==> config.mk <==
export PLATFORM = sky130hd
export DESIGN_NAME = ps2_keyboard
export DESIGN_NICKNAME = d
export VERILOG_FILES = /design/src/rtl/ps2_pkg.sv /design/src/rtl/ps2_rx.sv /design/src/rtl/ps2_keyboard.sv
export SDC_FILE = /design/constraint.sdc
export NUM_CORES = 1
export LEC_CHECK = 0
export ABC_AREA = 1
export CAP_MARGIN = 20
export CELL_PAD_IN_SITES_DETAIL_PLACEMENT = 1
export CELL_PAD_IN_SITES_GLOBAL_PLACEMENT = 1
export CORE_UTILIZATION = 45
export DETAILED_ROUTE_END_ITERATION = 6
export PLACE_DENSITY = 0.89
export RECOVER_POWER = 25
export SYNTH_ARGS = -nofsm -noshare
export SYNTH_HDL_FRONTEND = slang
export SYNTH_SLANG_ARGS = --single-unit
==> constraint.sdc <==
create_clock -name clock -period 2.8 [get_ports clock]
set_input_delay 0.56 -clock clock [delete_from_list [all_inputs] [get_ports clock]]
set_output_delay 0.56 -clock clock [all_outputs]
set_load 0.02 [all_outputs]
==> src/rtl/ps2_pkg.sv <==
// Shared scan-code constants and receiver state encoding for the PS/2 keyboard front end.
package ps2_pkg;

  localparam logic [7:0] SC_E0   = 8'hE0;
  localparam logic [7:0] SC_F0   = 8'hF0;
  localparam logic [7:0] SC_CTRL = 8'h14;
  localparam logic [7:0] SC_ALT  = 8'h11;
  localparam logic [7:0] SC_DEL  = 8'h71;
  localparam logic [7:0] SC_BKSP = 8'h66;
  localparam logic [7:0] SC_F6   = 8'h0B;
  localparam logic [7:0] SC_F7   = 8'h83;
  localparam logic [7:0] SC_F8   = 8'h0A;
  localparam logic [7:0] SC_F11  = 8'h78;
  localparam logic [7:0] SC_F12  = 8'h07;

  typedef enum logic [1:0] {
    RX_IDLE,
    RX_DATA,
    RX_PARITY,
    RX_STOP
  } rx_state_t;

endpackage

==> src/rtl/ps2_rx.sv <==
// PS/2 device-to-host receiver: synchronises and filters the pins, then deserialises
// 11-bit frames, flagging good bytes and dropped frames (bad framing, parity or timeout).
module ps2_rx
  import ps2_pkg::*;
#(
  parameter int FILTER  = 8,
  parameter int TIMEOUT = 4095
) (
  input  logic       clock,
  input  logic       reset,
  input  logic       ce,
  input  logic [1:0] ps2,
  output logic [7:0] rx_byte,
  output logic       byte_valid,
  output logic       rx_error
);

  localparam int FW = (FILTER > 1) ? $clog2(FILTER) : 1;
  localparam int TW = (TIMEOUT > 1) ? $clog2(TIMEOUT) : 1;
  localparam logic [FW-1:0] FILT_LAST = FW'(FILTER - 1);
  localparam logic [TW-1:0] TO_LAST   = TW'(TIMEOUT - 1);

  logic            clk_meta_q, clk_meta_d, clk_sync_q, clk_sync_d;
  logic            dat_meta_q, dat_meta_d, dat_sync_q, dat_sync_d;
  logic            filt_q, filt_d;
  logic [FW-1:0]   filt_cnt_q, filt_cnt_d;
  logic [TW-1:0]   to_cnt_q, to_cnt_d;
  rx_state_t       state_q, state_d;
  logic [2:0]      bit_cnt_q, bit_cnt_d;
  logic [7:0]      shift_q, shift_d;
  logic            par_q, par_d;
  logic            fall;

  always_ff @(posedge clock or posedge reset) begin
    if (reset) begin
      clk_meta_q <= 1'b1;
      clk_sync_q <= 1'b1;
      dat_meta_q <= 1'b1;
      dat_sync_q <= 1'b1;
      filt_q     <= 1'b1;
      filt_cnt_q <= '0;
      to_cnt_q   <= '0;
      state_q    <= RX_IDLE;
      bit_cnt_q  <= '0;
      shift_q    <= '0;
      par_q      <= 1'b0;
    end else begin
      clk_meta_q <= clk_meta_d;
      clk_sync_q <= clk_sync_d;
      dat_meta_q <= dat_meta_d;
      dat_sync_q <= dat_sync_d;
      filt_q     <= filt_d;
      filt_cnt_q <= filt_cnt_d;
      to_cnt_q   <= to_cnt_d;
      state_q    <= state_d;
      bit_cnt_q  <= bit_cnt_d;
      shift_q    <= shift_d;
      par_q      <= par_d;
    end
  end

  always_comb begin
    clk_meta_d = clk_meta_q;
    clk_sync_d = clk_sync_q;
    dat_meta_d = dat_meta_q;
    dat_sync_d = dat_sync_q;
    filt_d     = filt_q;
    filt_cnt_d = filt_cnt_q;
    to_cnt_d   = to_cnt_q;
    state_d    = state_q;
    bit_cnt_d  = bit_cnt_q;
    shift_d    = shift_q;
    par_d      = par_q;
    byte_valid = 1'b0;
    rx_error   = 1'b0;
    fall       = 1'b0;

    if (ce) begin
      clk_meta_d = ps2[0];
      clk_sync_d = clk_meta_q;
      dat_meta_d = ps2[1];
      dat_sync_d = dat_meta_q;

      // The filtered clock only flips after FILTER consecutive disagreeing samples.
      filt_cnt_d = '0;
      if (clk_sync_q != filt_q) begin
        if (filt_cnt_q == FILT_LAST) begin
          filt_d = clk_sync_q;
        end else begin
          filt_cnt_d = filt_cnt_q + 1'b1;
        end
      end
      fall = filt_q & ~filt_d;

      if (state_q == RX_IDLE || fall) begin
        to_cnt_d = '0;
      end else begin
        to_cnt_d = to_cnt_q + 1'b1;
      end

      unique case (state_q)
        RX_IDLE: begin
          if (fall) begin
            if (!dat_sync_q) begin
              state_d   = RX_DATA;
              bit_cnt_d = '0;
            end else begin
              rx_error = 1'b1;
            end
          end
        end
        RX_DATA: begin
          if (fall) begin
            shift_d   = {dat_sync_q, shift_q[7:1]};
            bit_cnt_d = bit_cnt_q + 3'd1;
            if (bit_cnt_q == 3'd7) begin
              state_d = RX_PARITY;
            end
          end
        end
        RX_PARITY: begin
          if (fall) begin
            par_d   = dat_sync_q;
            state_d = RX_STOP;
          end
        end
        RX_STOP: begin
          if (fall) begin
            state_d = RX_IDLE;
            if (dat_sync_q && (^{shift_q, par_q})) begin
              byte_valid = 1'b1;
            end else begin
              rx_error = 1'b1;
            end
          end
        end
        default: state_d = RX_IDLE;
      endcase

      // A stalled partial frame is abandoned and reported like a bad frame.
      if (state_q != RX_IDLE && !fall && to_cnt_q == TO_LAST) begin
        state_d  = RX_IDLE;
        to_cnt_d = '0;
        rx_error = 1'b1;
      end
    end
  end

  assign rx_byte = shift_q;

endmodule

==> src/rtl/ps2_keyboard.sv <==
// PS/2 keyboard front end: turns received bytes into make/break key events and
// tracks the held state of the hot keys used by the system control logic.
module ps2_keyboard
  import ps2_pkg::*;
#(
  parameter int FILTER  = 8,
  parameter int TIMEOUT = 4095
) (
  input  logic       clock,
  input  logic       reset,
  input  logic       ce,
  input  logic [1:0] ps2,
  output logic       keyStrb,
  output logic       keyPrss,
  output logic [7:0] keyCode,
  output logic       keyExt,
  output logic       reset_n,
  output logic       boot_n,
  output logic       f12,
  output logic       f11,
  output logic       f8,
  output logic       f7,
  output logic       f6
);

  logic [7:0] rx_byte;
  logic       byte_valid;
  logic       rx_error;

  ps2_rx #(
    .FILTER (FILTER),
    .TIMEOUT(TIMEOUT)
  ) u_rx (
    .clock     (clock),
    .reset     (reset),
    .ce        (ce),
    .ps2       (ps2),
    .rx_byte   (rx_byte),
    .byte_valid(byte_valid),
    .rx_error  (rx_error)
  );

  logic       ext_q, ext_d, brk_q, brk_d;
  logic       key_strb_q, key_strb_d, key_prss_q, key_prss_d, key_ext_q, key_ext_d;
  logic [7:0] key_code_q, key_code_d;
  logic       ctrl_q, ctrl_d, alt_q, alt_d, del_q, del_d, bksp_q, bksp_d;
  logic       f6_q, f6_d, f7_q, f7_d, f8_q, f8_d, f11_q, f11_d, f12_q, f12_d;
  logic       press;

  always_ff @(posedge clock or posedge reset) begin
    if (reset) begin
      ext_q      <= 1'b0;
      brk_q      <= 1'b0;
      key_strb_q <= 1'b0;
      key_prss_q <= 1'b0;
      key_ext_q  <= 1'b0;
      key_code_q <= 8'h00;
      ctrl_q     <= 1'b0;
      alt_q      <= 1'b0;
      del_q      <= 1'b0;
      bksp_q     <= 1'b0;
      f6_q       <= 1'b0;
      f7_q       <= 1'b0;
      f8_q       <= 1'b0;
      f11_q      <= 1'b0;
      f12_q      <= 1'b0;
    end else begin
      ext_q      <= ext_d;
      brk_q      <= brk_d;
      key_strb_q <= key_strb_d;
      key_prss_q <= key_prss_d;
      key_ext_q  <= key_ext_d;
      key_code_q <= key_code_d;
      ctrl_q     <= ctrl_d;
      alt_q      <= alt_d;
      del_q      <= del_d;
      bksp_q     <= bksp_d;
      f6_q       <= f6_d;
      f7_q       <= f7_d;
      f8_q       <= f8_d;
      f11_q      <= f11_d;
      f12_q      <= f12_d;
    end
  end

  always_comb begin
    ext_d      = ext_q;
    brk_d      = brk_q;
    key_strb_d = key_strb_q;
    key_prss_d = key_prss_q;
    key_ext_d  = key_ext_q;
    key_code_d = key_code_q;
    ctrl_d     = ctrl_q;
    alt_d      = alt_q;
    del_d      = del_q;
    bksp_d     = bksp_q;
    f6_d       = f6_q;
    f7_d       = f7_q;
    f8_d       = f8_q;
    f11_d      = f11_q;
    f12_d      = f12_q;
    press      = ~brk_q;

    if (ce) begin
      key_strb_d = 1'b0;
      // A dropped frame must not leave a prefix attached to the next key.
      if (rx_error) begin
        ext_d = 1'b0;
        brk_d = 1'b0;
      end else if (byte_valid) begin
        if (rx_byte == SC_E0) begin
          ext_d = 1'b1;
        end else if (rx_byte == SC_F0) begin
          brk_d = 1'b1;
        end else begin
          key_strb_d = 1'b1;
          key_code_d = rx_byte;
          key_ext_d  = ext_q;
          key_prss_d = press;
          ext_d      = 1'b0;
          brk_d      = 1'b0;
          if (rx_byte == SC_CTRL)           ctrl_d = press;
          if (rx_byte == SC_ALT)            alt_d  = press;
          if (rx_byte == SC_DEL  &&  ext_q) del_d  = press;
          if (rx_byte == SC_BKSP)           bksp_d = press;
          if (rx_byte == SC_F6   && !ext_q) f6_d   = press;
          if (rx_byte == SC_F7   && !ext_q) f7_d   = press;
          if (rx_byte == SC_F8   && !ext_q) f8_d   = press;
          if (rx_byte == SC_F11  && !ext_q) f11_d  = press;
          if (rx_byte == SC_F12  && !ext_q) f12_d  = press;
        end
      end
    end
  end

  assign keyStrb = key_strb_q;
  assign keyPrss = key_prss_q;
  assign keyCode = key_code_q;
  assign keyExt  = key_ext_q;
  assign reset_n = ~(ctrl_q & alt_q & del_q);
  assign boot_n  = ~(ctrl_q & alt_q & bksp_q);
  assign f12     = ~f12_q;
  assign f11     = ~f11_q;
  assign f8      = ~f8_q;
  assign f7      = ~f7_q;
  assign f6      = ~f6_q;

endmodule

# ---- Yosys cells after proc, flatten, opt, wreduce, memory -nomap -nowiden
# Index checks and enable logic that the tools add are counted.
dict set report word_totals {
  ff_bits 56
  in_bits 5
  out_inout_bits 18
  elab_cells 149
}
dict set report classes {
  addsub 3
  eq_ne 29
  muxes 42
  n_bitwise 16
  n_reduce_logical 33
}
# cell n
set ops {}
lappend ops {{6-bit AND reduction} 9}
lappend ops {{1-bit 2-to-1 mux} 25}
lappend ops {{8-bit by 7-bit == test with 1-bit output (second input constant)} 3}
lappend ops {{8-bit == test (second input constant)} 3}
lappend ops {{12-bit 2-to-1 mux} 2}
lappend ops {{8-bit by 4-bit == test with 1-bit output (second input constant)} 2}
lappend ops {{8-bit by 5-bit == test with 1-bit output (second input constant)} 2}
lappend ops {{3-bit 2-to-1 mux} 5}
lappend ops {{2-bit 2-to-1 mux} 7}
lappend ops {{12-bit by 1-bit adder with 12-bit output (second input constant)} 1}
lappend ops {{12-bit == test (second input constant)} 1}
lappend ops {{3-bit by 1-bit != test with 1-bit output (second input constant)} 4}
lappend ops {{1-bit inverter} 12}
lappend ops {{3-bit AND reduction} 4}
lappend ops {{5-bit AND reduction} 2}
lappend ops {{1-bit logical AND} 9}
lappend ops {{9-bit parity} 1}
lappend ops {{8-bit by 3-bit == test with 1-bit output (second input constant)} 1}
lappend ops {{2-bit one-hot mux with 4 select lines} 1}
lappend ops {{7-bit AND reduction} 1}
lappend ops {{3-bit by 1-bit adder with 3-bit output (second input constant)} 2}
lappend ops {{3-bit == test (second input constant)} 2}
lappend ops {{3-bit != test (second input constant)} 2}
lappend ops {{3-bit one-hot mux with 2 select lines} 1}
lappend ops {{other kinds (12)} 21}

# ---- Depth between registers and ports, before layout
# Gate-level depths: netlist (run 1).
dict set report depth {
  depth_word 13
  ltp_mapped 13
  depth_no_buf 13
}

# ---- Modules after synthesis
# From an unflattened synthesis (run 1), not the netlist that was laid out.
dict set report hier_totals {
  hier_cells 420
  area_unflattened_um2 3205.6
}
# mod n_inst cells_per_inst area_per_inst_um2 seq_area_each_um2
set modules_own_cells {}
lappend modules_own_cells {ps2_rx 1 259 2019.4 857.1}
lappend modules_own_cells {ps2_keyboard 1 161 1186.1 550.5}

# ---- Worst setup path after synthesis (run 1)
# OpenSTA, ideal clock, no wires.
dict set report synth_path {
  kind {reg-to-reg}
  startpoint {register u_rx.filt_cnt_q[0]}
  endpoint {register brk_q}
  setup_time_ps 124
  t_arrival_ps 1720
  t_required_ps 2676
  slack_ps 957
  path_stages_with_launch 11
  path_buffers 0
  synth_period_minus_slack_ps 1843
  cell_sequence {dfrtp_1 -> ha_1 -> ha_1 -> nand3_2 -> nand2_1 -> nor3_1 -> inv_1 -> nand2_1 -> nand2_1 -> o211ai_1 -> nand2_1}
}
dict set report synth_via {
  elab_chain_cells 13
  elab_cells_between_ends 21
  cone_classes {eq/ne: 2; mux: 12; bitwise: 2; reduce/logical: 5}
}
# item line
set synth_lines {}
lappend synth_lines {{start, declared} ps2_rx.sv:26} ;# logic [FW-1:0] filt_cnt_q, filt_cnt_d;
lappend synth_lines {{start signal, assigned} ps2_rx.sv:53} ;# filt_cnt_q <= filt_cnt_d;
lappend synth_lines {{3-bit == test *} ps2_rx.sv:87} ;# if (filt_cnt_q == FILT_LAST) begin
lappend synth_lines {{1-bit 2-to-1 mux *} ps2_rx.sv:87}
lappend synth_lines {{1-bit 2-to-1 mux *} ps2_rx.sv:86} ;# if (clk_sync_q != filt_q) begin
lappend synth_lines {{1-bit 2-to-1 mux *} ps2_rx.sv:78} ;# if (ce) begin
lappend synth_lines {{1-bit inverter *} ps2_rx.sv:93} ;# fall = filt_q & ~filt_d;
lappend synth_lines {{1-bit AND *} ps2_rx.sv:93}
lappend synth_lines {{parallel branches: the longest is 7 deep, another holds 3-bit AND reduction} --}
lappend synth_lines {{end signal, assigned} ps2_keyboard.sv:69} ;# brk_q <= brk_d;
lappend synth_lines {{end, declared} ps2_keyboard.sv:43} ;# logic ext_q, ext_d, brk_q, brk_d;
# Mark *: on every way between the ends. The select of a mux whose other input is x is not followed.
# A chain may end at the register's enable or synchronous reset.

# ---- Final worst setup path (run 1)
dict set report layout_path {
  startpoint {input ce}
  endpoint {register u_rx.bit_cnt_q[0]}
}
dict set report layout_via {
  elab_chain_cells 1
}
# item line
set layout_lines {}
lappend layout_lines {{start, declared} ps2_keyboard.sv:11} ;# input logic ce,
lappend layout_lines {{5-bit AND reduction (no source line)} --}
lappend layout_lines {{end signal, assigned} ps2_rx.sv:56} ;# bit_cnt_q <= bit_cnt_d;
lappend layout_lines {{end, declared} ps2_rx.sv:29} ;# logic [2:0] bit_cnt_q, bit_cnt_d;
# No other way between the ends.

==> metrics.md, run 1 <==
| Metric | Value |
|---|---|
| Global Route Usage Sum | approximately 22% |
| CP Capture Type | flop |
| Initial Utilization | between 40 and 50% |
| Die X-Extent | between 80 and 90 um |
| Final wirelength | approximately 6400 um |
| Clock root buffer | clkbuf_8 |
| Number of global-route vias before repair | around 2500 |
| Max Freq | between 400 and 500 MHz |
| Post-synth EDFFs | 0 |
| Via Count | 2406 |
| Hold-fix buffer count after cts | 0 |
| Worst Hold Slack | around 480 ps |
| Worst EP arrival | roughly 2500 ps |
| Max Cap Violations | 0 |
| Worst-Skew Late Latency | a little over 300 ps |
| LEAKAGE | around 0.0015 uW |
| Switch Pwr | approximately 320 uW |
| Resized cells post-CTS | 0 |
| Grt total ovfl | 0 |
| Peak supply drop | ~0.3 mV |
| Syn nets | about 370 |
| CTS tree | yes |
| FP Rows | 28 |
| ANT cells | 0 |
| Worst slew pin tran | between 1000 and 1500 ps |
| Hold Fails Final Rpt | 0 |
| Post-CTS setup buffer count | 0 |
| First-pass iteration count of the detailed router | 4 |
| Max Slew Vio Count | 0 |
| Antenna-violating nets left | 0 |
| IO Port Bufs | 22 |
| Mean Syn Cell Area | roughly 8.3 um2 |
| Pin count of the biggest net entering global routing | 57 |
| Main synth FF type | dfrtp_1 |
| R2r endpoint | ext_q |
| Seq/Total Area, Yosys | between 40% and 50% |
| RR Startpoint | u_rx.filt_cnt_q[0] |
| CTS H-tree depth | 2 |
| R2R depth | 10 |
| Clock share of power | approximately two fifths |
| Initial drt markers | 96 |
| Routability cong. | approximately 0.84 |
| Min-delay src | u_rx.clk_meta_q |
| Core Area | between 6000 and 7000 um2 |
| Clock Sinks | 56 |
| Clock skew | 9.53 ps |
| Worst slew margin | 9.11% |
| Post-Place Cells | between 400 and 500 |
| Combinational Power Share | about 5.2% |
| Post-synth ARST share | 100% |
| Hold EP | u_rx.clk_meta_q |
| CP Data Required Time | 2990 ps |
| Vias per cell | ~5.4 |
| Layout cells sized above 1 | 8.06% |
| Num CTS Buffers | 5 |
| Ys Warns | 0 |
| Hpwl dp | between 4000 and 5000 um |
| Most common cell after layout, fill and taps aside | nand2_1 |
| Post-Layout Cell Count | around 450 |
| R2R setup slack | 560 ps |
| FF+latch count, synth | between 50 and 60 |
| Post-Syn Area | ~2900 um2 |
| Final setup TNS | 0 ps |
| Die area | roughly 7000 um2 |
| Power density over cell area | between 400 and 500 nW/um2 |
| Critical Path Fanout Max | 18 |
| Unique cell type count in the Yosys netlist | 40 |
| DIE HEIGHT | 82.5 um |
| Final period utilization | between 80% and 90% |
| Clk slew on worst S/H paths | roughly 100 ps |
| Synth Instances | 350 |
| Minimum clock period | around 2400 ps |
| Status | complete, no violations |
| Worst Hold Path Cells | 2 |
| Wirelength per Cell | roughly 14 um |
| Final setup vio count | 0 |
| Layout Nets | roughly 390 |
| Area Overhead vs Synth | 13.0% |
| Clk buf depth | 2 |
| Commonest cells after routing, fill and taps aside | nand2_1, dfrtp_1, inv_1 |
| Hold Path Class | reg2reg |
| Crit start category | input port |
| Unrepaired setup endpoints after global routing | false |
| Top Ports | 23 |
| Initial antenna violation count | 0 |
| Residual DRC | 0 |
| Net Sw Frac | between 20% and 30% |
| Crit path kind | in2reg |
| First-pass GRT wire length | 11300 um |
| Sequential Power Share | between 50 and 60% |
| P_int | 1170 uW |
## worst max path at each step
stage          depth (start not counted)                from                end  slack, ps
2_1_floorplan                          1               reset              alt_q        880
3_3_place_gp                           8                  ce         keyCode[4]        550
3_5_place_dp                           8                  ce         keyCode[2]        450
4_1_cts                               10  u_rx.filt_cnt_q[0]              ext_q        550
5_1_grt                                7                  ce  u_rx.bit_cnt_q[0]        230
6_report                               7                  ce  u_rx.bit_cnt_q[0]        450
## stage by stage
step / power (uW) / worst slack [ps] / cell area, um2 / utilization, %
global route: 1550 / 230 / 3300 / 54.1
floorplan: 907 / 877 / 2920 / -
finish: 1490 / 449 / 3300 / 54.1
global placement: 930 / 553 / 3180 / 52.1
detailed placement: 936 / 445 / 3180 / 52.1
CTS: 1510 / 550 / 3300 / 54.2
## area by class of cell
type                    instances  area, um2
clock buffers                   7       96.3
multi-input cells             244       1290
clock inverters                 1       30.0
inverters                      40        150
fillers                       760       2800
well taps                      75       93.8
repair buffers                 24        229
flip-flops and latches         56       1410
## worst max-delay path: stages
cell	delay [ps]
clkdlybuf4s50_1	500
clkbuf_1	560
nand2_1	170
nor3_1	440
inv_1	150
nand2_1	80
o21ai_0	70
## logic make-up (layout without fill, tap and decap cells)
group                      after synthesis  after routing  share of synthesized area (%)
buffers and inverters                   50             72                           7.50
DFF                                     56             56                           48.2
AOI/OAI and AO/OA                       52             52                           10.0
adders and majority gates               10             10                           4.29
xor gates and xnor gates                12             12                           3.60
and+or+nand+nor                        170            170                           26.3
## power by group through the flow
| stage | Clock (uW) | Combinational [uW] | Sequential, uW |
|---|---|---|---|
| 2_1_floorplan | 0 | 55.6 | 852 |
| 3_3_place_gp | 0 | 76.4 | 854 |
| 3_5_place_dp | 0 | 80.7 | 856 |
| 4_1_cts | 590 | 81.3 | 840 |
| 5_1_grt | 613 | 91.6 | 842 |
| 6_report | 575 | 77.0 | 840 |
## routing by layer
layer | wire [um] | up-vias | global-route usage, %
li1 | - | 1179 | -
met1 | 2890 | 1188 | 26.7
met2 | 3340 | 32 | 40.2
met3 | 143 | 7 | 3.96
met4 | 68 | 0 | 5.17
met5 | 0 | - | 0
## synthesized netlist by cell type (2+ instances only)
cell      instances  area share, %
nand2_2           2           0.43
clkbuf_2          2           0.34
dfstp_2           5            4.5
a21oi_1           5           0.86
nor3_1           16            2.7
o31ai_1           2           0.51
a31oi_1           2           0.43
o21ai_2           2           0.60
inv_1            34            4.4
xnor2_1           5            1.5
nor2_1           21            2.7
o211ai_1          2           0.51
buf_4             2           0.51
nand2_1          97             12
o21ai_0          19            3.3
dfrtp_1          51             44
buf_6             2           0.77
ha_1             10            4.3
inv_2             5           0.64
nand4_1           5            1.1
xor2_1            7            2.1
nand3_1          18            3.1
nand3_2           4            1.4
o21ai_1          16            2.7
## flip-flops by register name (all words and copies together) (netlist names), 2 cells and up
signal           flops
keyCode              8
u_rx.bit_cnt_q       3
u_rx.filt_cnt_q      3
u_rx.rx_byte         8
u_rx.state_q         2
u_rx.to_cnt_q       12
Note: power is estimated with default switching activity, not from simulation.
==> run 2: changes to the inputs <==
--- a/config.mk
+++ b/config.mk
@@ -9,9 +9,9 @@
 export CAP_MARGIN = 20
 export CELL_PAD_IN_SITES_DETAIL_PLACEMENT = 1
 export CELL_PAD_IN_SITES_GLOBAL_PLACEMENT = 1
-export CORE_UTILIZATION = 45
+export CORE_UTILIZATION = 39
 export DETAILED_ROUTE_END_ITERATION = 6
-export PLACE_DENSITY = 0.89
+export PLACE_DENSITY = 0.83
 export RECOVER_POWER = 25
 export SYNTH_ARGS = -nofsm -noshare
 export SYNTH_HDL_FRONTEND = slang
==> constraint.sdc (replaced) <==
create_clock -name clock -period 2.1 [get_ports clock]
set_input_delay 0.42 -clock clock [delete_from_list [all_inputs] [get_ports clock]]
set_output_delay 0.42 -clock clock [all_outputs]
set_load 0.02 [all_outputs]
==> run 2 against run 1 <==
Setup slack got worse by 220 ps. Final cell count rose by 6.3%. Via count decreased by 1.2%. Clock power increased by 23%. Non-clock buffer count increased by 4. Wire length increased by 0.40%. Sequential power up 33%. Cell area increased by 2.4%. Largest power group unchanged. Sequential share of layout area shrank 0.97 points. Global-route usage shrank 3.0 points. Highest routed layer unchanged. Clock-buffer cell count shrank 1.
==> metrics.md, run 2 (synthesis gave the netlist of run 1 again) <==
| Metric | Value |
|---|---|
| Status | complete, no violations |
| CP Capture Type | flop |
| Pin count of the biggest net entering global routing | 22 (-61%) |
| LEAKAGE | 0.00153 uW (+2.5%) |
| Post-Layout Cell Count | 475 (+6.3%) |
| DP Worst Slack | -53.9 ps (-499 ps) |
| Via Count | 2378 (-1.2%) |
| Max Freq | between 500 and 600 MHz |
| Routability cong. | 0.845 (+0.42%) |
| IO Port Bufs | 22 (unchanged) |
| Post-Place Cells | 467 (+6.4%) |
| Minimum clock period | roughly 1900 ps |
| ANT cells | 0 (unchanged) |
| Clk slew on worst S/H paths | 100 ps (about the same) |
| CTS tree | yes |
| Final period utilization | ~89% |
| CTS H-tree depth | 2 (unchanged) |
| Hold Fails Final Rpt | 0 (unchanged) |
| Core Area | 7250 um2 (+19%) |
| FP Rows | 31 (+11%) |
| Final Cell Area | 3380 um2 (+2.4%) |
| Initial drt markers | 87 (-9.4%) |
| Layout Nets | 390 (+1.0%) |
| Post-CTS setup buffer count | 0 (unchanged) |
| Initial Utilization | 40.2% (-7.6 points) |
| Top cell by count, worst path | nand2_1 |
| Hpwl dp | 4940 um (+3.6%) |
| Final setup TNS | 0 ps (unchanged) |
| First-pass iteration count of the detailed router | 4 (unchanged) |
| Crit start category | flop |
| Top Ports | 23 (unchanged) |
| Clk buf depth | 2 (unchanged) |
| Worst slew margin | 52.7% (+44 points) |
| Worst-Skew Late Latency | 310 ps (about the same) |
| First-pass GRT wire length | 11500 um (+1.2%) |
| Max Slew Vio Count | 0 (unchanged) |
| Die area | 7830 um2 (+15%) |
| Area Overhead vs Synth | 15.8% |
| Clock Sinks | 56 (unchanged) |
| Grt total ovfl | 0 (unchanged) |
| Clock root buffer | clkbuf_8 |
| Residual DRC | 0 (unchanged) |
| Crit path kind | reg2reg |
| DIE HEIGHT | 88.5 um (+7.2%) |
| Most common cell after layout, fill and taps aside | nand2_1 |
| Global Route Usage Sum | 18.9% (-3.0 points) |
| Critical Path Fanout Max | 21 (+3) |
| Initial antenna violation count | 0 (unchanged) |
| Peak supply drop | 0.297 mV (-1.7%) |
| Final wirelength | 6470 um (+0.40%) |
| Commonest cells after routing, fill and taps aside | nand2_1, dfrtp_1, inv_1 |
| Worst EP arrival | 2080 ps (-460 ps) |
| Power density over cell area | 573 nW/um2 (+27%) |
| Max FFs per register | 12 (unchanged) |
| Total Power | 1940 uW (+30%) |
| Hold Path Class | reg2reg |
| Largest Register | u_rx.to_cnt_q |
| Antenna-violating nets left | 0 (unchanged) |
| Unrepaired setup endpoints after global routing | false |
| Worst slew pin tran | 709 ps (-654 ps) |
| Slowest stage delay, CP | 470 ps (-90 ps) |
| Die X-Extent | 88.5 um (+7.2%) |
| Clock skew | 3.97 ps (-5.56 ps) |
| Vias per cell | 5.01 (-7.0%) |
| Max Cap Violations | 0 (unchanged) |
| CP max-delay cell | dfrtp_1 |
| Layout cells sized above 1 | 10.1% (+2.0 points) |
| Worst-path cell chain | inv_2, nand2_1, nand2_1, nand2_1, nand3_2, nand2_1, nand2_2, nand4_4, inv_4, nand2_4, nand2_1, o21ai_1 |
| Number of global-route vias before repair | 2516 (+1.7%) |
| Final setup vio count | 0 (unchanged) |
| Fin worst setup slack | 225 ps (-224 ps) |
| Hold-fix buffer count after cts | 0 (unchanged) |
| Wirelength per Cell | 13.6 um (-5.5%) |
| Worst path top cell family by delay | simple AND/OR/NAND/NOR gates |
| WP buf/inv | 2 (-1) |
| CP Data Required Time | 2300 ps (-690 ps) |
| DP Area | 3260 um2 (+2.7%) |
| Num CTS Buffers | 5 (unchanged) |
run 2: cell types whose count changed in the layout (fill, tap and decap cells not counted), sizes merged:
cell and change:
clkbuf -2, inv +2, buf +5, clkinv -1
run 2: worst paths after layout:
check	start	to	slack, ps	cells after the start
min in group asynchronous	reset	u_rx.filt_cnt_q[2]	660	2
hold reg to reg	u_rx.dat_meta_q	u_rx.dat_meta_q	470	2
setup reg to reg	u_rx.rx_byte[5]	keyCode[2]	230	12
setup / recovery	u_rx.rx_byte[5]	keyCode[2]	230	12
max in group asynchronous	reset	u_rx.rx_byte[6]	490	3
hold / removal	u_rx.dat_meta_q	u_rx.dat_meta_q	470	2
run 2: cell type report:
cell class	count	area, um2
Fill cell	901	3870
Inverter	40	153
Tap cell	99	124
Clock inverter	2	35.0
Multi-Input combinational cell	244	1310
Timing Repair Buffer	28	275
Clock buffer	6	72.6
Sequential cell	56	1410
run 2: per-layer routing:
layer  share of wire, %  global-route usage, %
met1                 44                   22.1
met5                  0                      0
met2                 52                   35.0
met4                1.4                   6.30
met3                2.5                   3.17
run 2: stage by stage:
stage	utilization, %	hold slack [ps]
finish	46.6	467
global route	46.6	493
CTS	46.5	435
detailed placement	45.0	455
global placement	45.0	452
floorplan	-	424
run 2: worst register-to-register path: stages, from the launching register on:
cell,delay (ps)
dfrtp_1,470
inv_2,160
nand2_1,90
nand2_1,100
nand2_1,70
nand3_2,90
nand2_1,80
nand2_2,100
nand4_4,120
inv_4,150
nand2_4,160
nand2_1,120
o21ai_1,70
run 2: power breakdown:
group          total [uW]  switching, uW  leakage [uW]  internal [uW]
sequential           1120           16.2      0.000762           1100
clock                 706            352     0.0000552            355
combinational         111           72.0      0.000712           38.6
run 2: repair_timing:
action,4_1_cts,5_1_grt
resized for setup,1,7
endpoints found under the setup margin,4,19
hold endpoints to repair,0,0
pin swaps,0,1
==> run 3: changes to the inputs <==
--- a/config.mk
+++ b/config.mk
@@ -11,8 +11,10 @@
 export CELL_PAD_IN_SITES_GLOBAL_PLACEMENT = 1
 export CORE_UTILIZATION = 39
 export DETAILED_ROUTE_END_ITERATION = 6
+export GPL_TIMING_DRIVEN = 0
 export PLACE_DENSITY = 0.83
 export RECOVER_POWER = 25
+export SKIP_CTS_REPAIR_TIMING = 1
 export SYNTH_ARGS = -nofsm -noshare
 export SYNTH_HDL_FRONTEND = slang
 export SYNTH_SLANG_ARGS = --single-unit
==> run 3 against run 2 <==
First-iteration DRC count down 1.1%. Clock power down 1%. Setup slack worse by 25 ps. Final cell count up 0.84%. Largest cell class unchanged.
==> metrics.md, run 3 (synthesis gave the netlist of run 1 again) <==
| Metric | Value |
|---|---|
| Commonest cells after routing, fill and taps aside | nand2_1, dfrtp_1, inv_1 |
| Num CTS Buffers | 5 (unchanged) |
| Die area | 7830 um2 (unchanged) |
| FP Rows | 31 (unchanged) |
| Post-Layout Cell Count | 479 (+0.84%) |
| Core Area | 7250 um2 (unchanged) |
| Clock Sinks | 56 (unchanged) |
| Worst slew pin tran | 761 ps (+52.2 ps) |
| Worst EP arrival | 2090 ps (about the same) |
| CP Data Required Time | 2290 ps (about the same) |
| Residual DRC | 0 (unchanged) |
| Minimum clock period | 1900 ps (+24.7 ps) |
| Post-Place Cells | 471 (+0.86%) |
| LEAKAGE | 0.00155 uW (+1.3%) |
| Max FFs per register | 12 (unchanged) |
| First-pass GRT wire length | 11600 um (+1.1%) |
| Number of global-route vias before repair | 2611 (+3.8%) |
| Worst-Skew Late Latency | 310 ps (about the same) |
| Max Cap Violations | 0 (unchanged) |
| Die X-Extent | 88.5 um (unchanged) |
| Grt total ovfl | 0 (unchanged) |
| Final wirelength | 6460 um (-0.17%) |
| IO Port Bufs | 21 (-4.5%) |
| Critical Path Fanout Max | 6 (-71%) |
| Most common cell after layout, fill and taps aside | nand2_1 |
| Pin count of the biggest net entering global routing | 38 (+73%) |
| Initial drt markers | 86 (-1.1%) |
| Worst slew margin | 49.2% (-3.5 points) |
| Hpwl dp | 5050 um (+2.3%) |
| Layout Nets | 394 (+1.0%) |
| CTS tree | yes |
| Crit start category | flop |
| First-pass iteration count of the detailed router | 4 (unchanged) |
| Via Count | 2389 (+0.46%) |
| Initial Utilization | 40.2% (unchanged) |
| Hold Fails Final Rpt | 0 (unchanged) |
| ANT cells | 0 (unchanged) |
| DIE HEIGHT | 88.5 um (unchanged) |
| Worst Hold Slack | 468 ps (+0.424 ps) |
| Global Route Usage Sum | 19.1% (+0.12 points) |
| Clock skew | 6.96 ps (+2.99 ps) |
| Max Slew Vio Count | 0 (unchanged) |
| Crit path kind | reg2reg |
| Layout cells sized above 1 | 10.8% (+0.68 points) |
| Final period utilization | 90.4% (+1.2 points) |
| Power density over cell area | 565 nW/um2 (-1.4%) |
| Status | complete, no violations |
| CP Capture Type | flop |
| Routability cong. | 0.769 (-9.0%) |
| Clk buf depth | 2 (unchanged) |
| Initial antenna violation count | 0 (unchanged) |
| Clk slew on worst S/H paths | 100 ps (about the same) |
| Area Overhead vs Synth | 16.4% |
| Vias per cell | 4.99 (-0.38%) |
| Peak supply drop | 0.337 mV (+13%) |
| Max Freq | 526 MHz (-1.3%) |
| Largest Register | u_rx.to_cnt_q |
| CTS H-tree depth | 2 (unchanged) |
| Top Ports | 23 (unchanged) |
| Wirelength per Cell | 13.5 um (-1.0%) |
| Hold Path Class | reg2reg |
| Clock root buffer | clkbuf_8 |
| Antenna-violating nets left | 0 (unchanged) |
| Final setup vio count | 0 (unchanged) |
[run 3: layer usage]
metal  global-route usage, %  wire length (um)  up-vias
li1                        -                 -     1194
met1                    21.0              2860     1161
met2                    37.8              3420       26
met3                    3.17               118        8
met4                    4.11                63        0
met5                       0                 0        -
[run 3: final cells by class]
class                   count  area, um2
inverters                  40        150
clock buffers               6       72.6
repair buffers             23        225
fillers                   911       3860
multi-input cells         244       1320
well taps                  99        124
flip-flops and latches     56       1410
clock inverters             2       35.0
plain buffers               9       65.1
[run 3: worst max-delay path, stage by stage, from the launching register on]
cell	delay [ps]
dfrtp_1	410
ha_1	210
ha_2	220
nand3_4	130
nand2_1	130
nor3_4	190
inv_1	110
nand2_1	80
nand2_1	110
o211ai_1	120
nand2_1	80
[run 3: through the flow]
step / TNS, ps / instance area (um2) / total power (uW) / utilization, % / worst slack (ps)
2_1_floorplan: 0 / 2920 / 1210 / - / 257
3_3_place_gp: -39130 / 3250 / 1240 / 44.8 / -744
3_5_place_dp: -977 / 3270 / 1250 / 45.1 / -163
4_1_cts: -1310 / 3380 / 1950 / 46.6 / -185
5_1_grt: -0.365 / 3400 / 2000 / 46.8 / -0.365
6_report: 0 / 3400 / 1920 / 46.8 / 201
[run 3: where the power goes]
| part | switching (uW) | internal (uW) |
|---|---|---|
| Sequential | 16.3 | 1100 |
| Clock | 343 | 355 |
| Combinational | 71.3 | 32.0 |
| Total | 431 | 1490 |
[run 3: final timing paths]
check | from | slack (ps) | cells past startpoint | end
setup / recovery | u_rx.filt_cnt_q[0] | 200 | 10 | brk_q
setup reg to reg | u_rx.filt_cnt_q[0] | 200 | 10 | brk_q
min in group asynchronous | reset | 680 | 2 | u_rx.bit_cnt_q[0]
max in group asynchronous | reset | 380 | 3 | f7_q
hold reg to reg | u_rx.clk_meta_q | 470 | 2 | u_rx.clk_meta_q
hold / removal | u_rx.clk_meta_q | 470 | 2 | u_rx.clk_meta_q
